===== src/rtl/ball_motion.sv =====
// Golf-ball motion engine: launches on a hit, then moves one step per video frame with friction.
// Defining BALL_BOUNCE_EN makes the ball reflect off the field edges instead of stopping there.
module ball_motion #(
    parameter logic [15:0] START_X  = 16'd3200,
    parameter logic [15:0] START_Y  = 16'd11520,
    parameter logic [7:0]  FRICTION = 8'd1
) (
    input  logic        pixel_clk_in,
    input  logic        rst_in,
    input  logic        new_frame_in,
    input  logic        hit_in,
    input  logic [7:0]  power_in,
    input  logic [15:0] cos_abs_in,
    input  logic [15:0] sin_abs_in,
    input  logic        cos_sign_in,
    input  logic        sin_sign_in,
    output logic [15:0] ballx_out,
    output logic [15:0] bally_out,
    output logic        moving_out,
    output logic [7:0]  stroke_count_out
);

    localparam logic [15:0] MAX_X = 16'd40959;
    localparam logic [15:0] MAX_Y = 16'd23039;

    typedef enum logic [1:0] {
        IDLE,
        WAIT_FRAME,
        STEP,
        APPLY
    } state_t;

    typedef struct packed {
        logic [15:0] pos;
        logic        crossed;
    } axis_result_t;

    state_t       state;
    state_t       next_state;

    logic [7:0]   speed;
    logic [15:0]  cos_abs;
    logic [15:0]  sin_abs;
    logic         cos_neg;
    logic         sin_neg;
    logic [15:0]  dx;
    logic [15:0]  dy;
    logic [15:0]  dx_next;
    logic [15:0]  dy_next;
    logic         accept_hit;
    logic [7:0]   speed_after;
    logic         stop_now;
    axis_result_t res_x;
    axis_result_t res_y;

    // One axis of motion; a landing exactly on a bound is not a crossing.
    function automatic axis_result_t step_axis(
        input logic [15:0] p,
        input logic [15:0] d,
        input logic        neg,
        input logic [15:0] max_pos
    );
        axis_result_t r;
        logic [16:0]  sum;
`ifdef BALL_BOUNCE_EN
        logic [16:0]  twice_max;
        logic [15:0]  diff;
`endif
        r.pos     = p;
        r.crossed = 1'b0;
        sum       = {1'b0, p} + {1'b0, d};
        if (!neg) begin
            if (sum > {1'b0, max_pos}) begin
                r.crossed = 1'b1;
`ifdef BALL_BOUNCE_EN
                twice_max = {max_pos, 1'b0};
                if (sum >= twice_max) begin
                    r.pos = 16'd0;
                end else begin
                    r.pos = 16'(twice_max - sum);
                end
`else
                r.pos = max_pos;
`endif
            end else begin
                r.pos = sum[15:0];
            end
        end else begin
            if (d > p) begin
                r.crossed = 1'b1;
`ifdef BALL_BOUNCE_EN
                diff  = d - p;
                r.pos = (diff > max_pos) ? max_pos : diff;
`else
                r.pos = 16'd0;
`endif
            end else begin
                r.pos = p - d;
            end
        end
        return r;
    endfunction

    // Full 24-bit products so no precision is lost before dropping the 8 fraction bits.
    always_comb begin
        dx_next = 16'(({16'd0, speed} * {8'd0, cos_abs}) >> 8);
        dy_next = 16'(({16'd0, speed} * {8'd0, sin_abs}) >> 8);
    end

    always_comb begin
        res_x       = step_axis(ballx_out, dx, cos_neg, MAX_X);
        res_y       = step_axis(bally_out, dy, sin_neg, MAX_Y);
        speed_after = (speed > FRICTION) ? (speed - FRICTION) : 8'd0;
`ifdef BALL_BOUNCE_EN
        stop_now    = (speed_after == 8'd0);
`else
        stop_now    = (speed_after == 8'd0) || res_x.crossed || res_y.crossed;
`endif
    end

    always_comb begin
        next_state = state;
        accept_hit = 1'b0;
        case (state)
            IDLE: begin
                if (hit_in && (power_in != 8'd0)) begin
                    accept_hit = 1'b1;
                    next_state = WAIT_FRAME;
                end
            end
            WAIT_FRAME: begin
                if (new_frame_in) begin
                    next_state = STEP;
                end
            end
            STEP: begin
                next_state = APPLY;
            end
            APPLY: begin
                next_state = stop_now ? IDLE : WAIT_FRAME;
            end
            default: begin
                next_state = IDLE;
            end
        endcase
    end

    always_ff @(posedge pixel_clk_in) begin
        if (!rst_in) begin
            state      <= IDLE;
            moving_out <= 1'b0;
        end else begin
            state      <= next_state;
            moving_out <= (next_state != IDLE);
        end
    end

    // Direction is captured once per stroke so the aim input can move freely during flight.
    always_ff @(posedge pixel_clk_in) begin
        if (!rst_in) begin
            ballx_out        <= START_X;
            bally_out        <= START_Y;
            stroke_count_out <= 8'd0;
            speed            <= 8'd0;
            cos_abs          <= 16'd0;
            sin_abs          <= 16'd0;
            cos_neg          <= 1'b0;
            sin_neg          <= 1'b0;
            dx               <= 16'd0;
            dy               <= 16'd0;
        end else begin
            if (accept_hit) begin
                speed   <= power_in;
                cos_abs <= cos_abs_in;
                sin_abs <= sin_abs_in;
                cos_neg <= cos_sign_in;
                sin_neg <= sin_sign_in;
                if (stroke_count_out != 8'hFF) begin
                    stroke_count_out <= stroke_count_out + 8'd1;
                end
            end
            if (state == STEP) begin
                dx <= dx_next;
                dy <= dy_next;
            end
            if (state == APPLY) begin
                ballx_out <= res_x.pos;
                bally_out <= res_y.pos;
`ifdef BALL_BOUNCE_EN
                speed <= speed_after;
                if (res_x.crossed) begin
                    cos_neg <= ~cos_neg;
                end
                if (res_y.crossed) begin
                    sin_neg <= ~sin_neg;
                end
`else
                speed <= stop_now ? 8'd0 : speed_after;
`endif
            end
        end
    end

endmodule


===== config.mk =====
export PLATFORM = sky130hd
export DESIGN_NAME = ball_motion
export DESIGN_NICKNAME = d
export VERILOG_FILES = /design/src/rtl/ball_motion.sv
export SDC_FILE = /design/constraint.sdc
export NUM_CORES = 1
export LEC_CHECK = 0
export BUFFER_PORTS_ARGS = -buffer_cell sky130_fd_sc_hd__buf_2
export CAP_MARGIN = 20
export CORE_AREA = 10 10 166 183
export DETAILED_ROUTE_END_ITERATION = 8
export DIE_AREA = 0 0 176 193
export HOLD_SLACK_MARGIN = 0.05
export PLACE_DENSITY = 0.79
export SETUP_SLACK_MARGIN = 0.3
export SKIP_LAST_GASP = 1
export SLEW_MARGIN = 40
export SYNTH_ARGS = -nofsm -noshare
export SYNTH_HDL_FRONTEND = slang
export SYNTH_SLANG_ARGS = --single-unit

===== constraint.sdc =====
create_clock -name pixel_clk_in -period 4.55 [get_ports pixel_clk_in]
set_input_delay 1.1375 -clock pixel_clk_in [delete_from_list [all_inputs] [get_ports pixel_clk_in]]
set_output_delay 1.1375 -clock pixel_clk_in [all_outputs]
set_load 0.02 [all_outputs]

==> out/metrics.yaml <==
async_flop_share: 0
post-route-period-util: 1.07
combPwrFrac: 0.288
maxCapViolCount: 0
ys_seq_area_frac: 0.154
path_class: "flop to flop"
core-area_sq_um: 26600
synthCells: 1867
syn_area_sq_um: 15200
whs_ns: 0.482
cts.sinks: 117
mostFrequentLayoutCell: "nand2_1"
post-place-ws_ns: -0.469
irDropWorstVdd_v: 0.000199
ios: 87
num-nets-final: 2407
vias_per_cell: 5.75
worst_slew_pin_slew_ns: 0.782
synth_compound_area_frac: 0.164
cts_buffers: 17
tns_ns: -2.41
rsz0062_at_grt: "yes"
ys.warnings.count: 0
synth_top_area_cell: "fa_1"
wl_per_cell_um: 18.0
clock_path_buffers: 2
first_iter_violations: 1153
route.vias.total: 13900
yosys.area_share.adder: 0.346
sw_frac_of_total: 0.338
die_width_um: 176
total_power_mw: 3.71
areaGrowthSynthToFinish_pct: 20.0
crit_path_start_kind: "flop"
grt_max_degree: 44
rows: 63
synth-xor-area-share: 0.0431
first_global_vias: 13900
muxShareOfSynthArea: 0.00271
hold_class: "flop to flop"
seqCellArea_sq_um: 2370
slew_viol_final: 0
final_cell_mix: "nand2_1 (263), inv_1 (221), fa_1 (166)"
postLayoutCellArea_sq_um: 18300
status: "finished, violations left"
synth_top_family_by_area: "adder cells"
yosysTopAreaCellShare: 0.224
switching_power_mw: 1.26
start_util: 0.571
wl_mm: 43.5
violations: "setup timing"
grt.total_usage: 0.250
clkPwrFrac: 0.405
clk_latency_ns: 0.44
die_y_um: 193
cp-end-kind: "flop"
n_fill_cell: 2053
gp_congestion: 0.917
crit_arrival_ns: 5.22
ys_ff_latch: 117
postPlaceCellArea_sq_um: 16900
clock_skew_ns: 0.0137
finalHoldViolCount: 0
synth_cell_types: 87
synthTopCellsByArea: "fa_1 (22%), dfxtp_1 (15%), ha_1 (12%), and2_1 (6.9%), nand2_1 (6.6%)"
finalSetupViolations: 20
layout-drive-gt1-share: 0.204
worst_slack_ns: -0.322
synth_edf_count: 0
path_clk_slew_ns: 0.06
place_hpwl_mm: 31.2
ys_dominant_reg_cell: "dfxtp_1"
antenna_cells: 0
antenna_found_initial: 0
pwr-share-seq: 0.307
die_area_sq_um: 34000
leakage_nw: 8.85
p_int_mw: 2.46
period_minus_slack_ns: 4.87
max_freq_mhz: 205
cp_max_fo: 8
ant_nets: 0
cts_max_level: 4
syn_avg_cell_area_sq_um: 8.16
port_buffers: 86
tritoncts: "built"
syn_nets: 2232
slew_headroom: 0.478
synthSimpleGateAreaFrac: 0.207
multi_input_area_sq_um: 12100
overflow: 0
firstDrtPassIters: 5
cts-root-buf: "clkbuf_16"
drc: 0
critical_path_required_ns: 4.90
grt_pass1_wl_mm: 69.3
powerDensity_nw_per_um2: 203
[synthesized netlist by cell type, drive strengths merged, types with 6 or more instances]
library cell,instances
clkbuf,87
fa,170
and2,169
nand4,9
o21ai,68
o21bai,7
inv,235
dfxtp,117
a21o,27
a21oi,170
nand2b,13
xor2,29
and3,6
ha,149
a31oi,19
buf,9
nor2b,20
xnor2,46
nand3,17
o21a,8
nor3b,7
nor3,22
nand2,266
nor4,7
a221oi,13
nor2,73
or2,9
o31ai,9
o211ai,9
or3,9
[worst paths after layout]
| path | start | end | slack (ns) | cells after the start |
|---|---|---|---|---|
| setup / recovery | speed[4]$_SDFFE_PN0P_ | dy[13]$_SDFFE_PN0P_ | -0.32 | 20 |
| hold / removal | dy[2]$_SDFFE_PN0P_ | dy[2]$_SDFFE_PN0P_ | 0.48 | 2 |
| setup reg to reg | speed[4]$_SDFFE_PN0P_ | dy[13]$_SDFFE_PN0P_ | -0.32 | 20 |
| hold reg to reg | dy[2]$_SDFFE_PN0P_ | dy[2]$_SDFFE_PN0P_ | 0.48 | 2 |
[state kept, by name (all words and copies together) (netlist names)]
register / cells
sin_neg: 1
cos_abs: 16
cos_neg: 1
ballx_out: 16
speed: 8
dx: 16
moving_out: 1
stroke_count_out: 8
state: 2
bally_out: 16
sin_abs: 16
dy: 16
[routing by layer]
| layer | global-route usage | share of wire |
|---|---|---|
| met5 | 0 | 0 |
| met4 | 0.0907 | 0.031 |
| met2 | 0.420 | 0.47 |
| met3 | 0.0481 | 0.078 |
| met1 | 0.315 | 0.42 |
[worst max-delay path, stage by stage, from the launching register on]
cell       delay (ns)
dfxtp_4          0.37
buf_12           0.13
and2_4           0.13
fa_1             0.56
inv_2            0.05
fa_1             0.50
inv_1            0.05
fa_1             0.47
inv_1            0.05
fa_1             0.51
inv_2            0.06
ha_4             0.22
a21o_1           0.19
a221oi_4         0.33
o31ai_4          0.13
a2111oi_4        0.44
nor2_2           0.08
buf_4            0.15
xor2_1           0.16
nand2_1          0.09
a21oi_2          0.12
[power by group through the flow]
stage | sequential, mW | clock, mW | combinational (mW)
after floorplan | 1.14 | 0 | 0.642
after global placement | 1.16 | 0 | 0.929
final | 1.14 | 1.50 | 1.07
after global routing | 1.14 | 1.56 | 1.18
after detailed placement | 1.16 | 0 | 0.956
after CTS | 1.13 | 1.52 | 1.01
[area by class of cell]
type	instances	area share
clock inverter	14	0.0111
timing repair buffer	252	0.101
tap	357	0.0245
sequential	117	0.130
multi-input combinational	1418	0.662
clock buffer	17	0.0233
inverter	236	0.0486
[logic make-up (layout without fill, tap and decap cells)]
| family | count (synthesis) | after routing |
|---|---|---|
| DFF | 117 | 117 |
| xor gates and xnor gates | 75 | 75 |
| AOI/OAI and AO/OA | 382 | 382 |
| muxes | 4 | 4 |
| buffers and inverters | 332 | 519 |
| and+or+nand+nor | 638 | 638 |
| adders and majority gates | 319 | 319 |
[metrics by stage]
stage,utilization,std cells
after global placement,0.635,2348
after floorplan,-,1867
after global routing,0.686,2411
final,0.686,2411
after detailed placement,0.635,2348
after CTS,0.673,2401
[repair_timing]
item,4_1_cts,5_1_grt
pin swaps,62,56
setup buffers,21,10
hold buffers,0,0
endpoints found under the setup margin,31,29
cloned,1,0
gates resized for setup,55,53
hold endpoints to repair,0,0
Power figures use the tool's default switching activity.
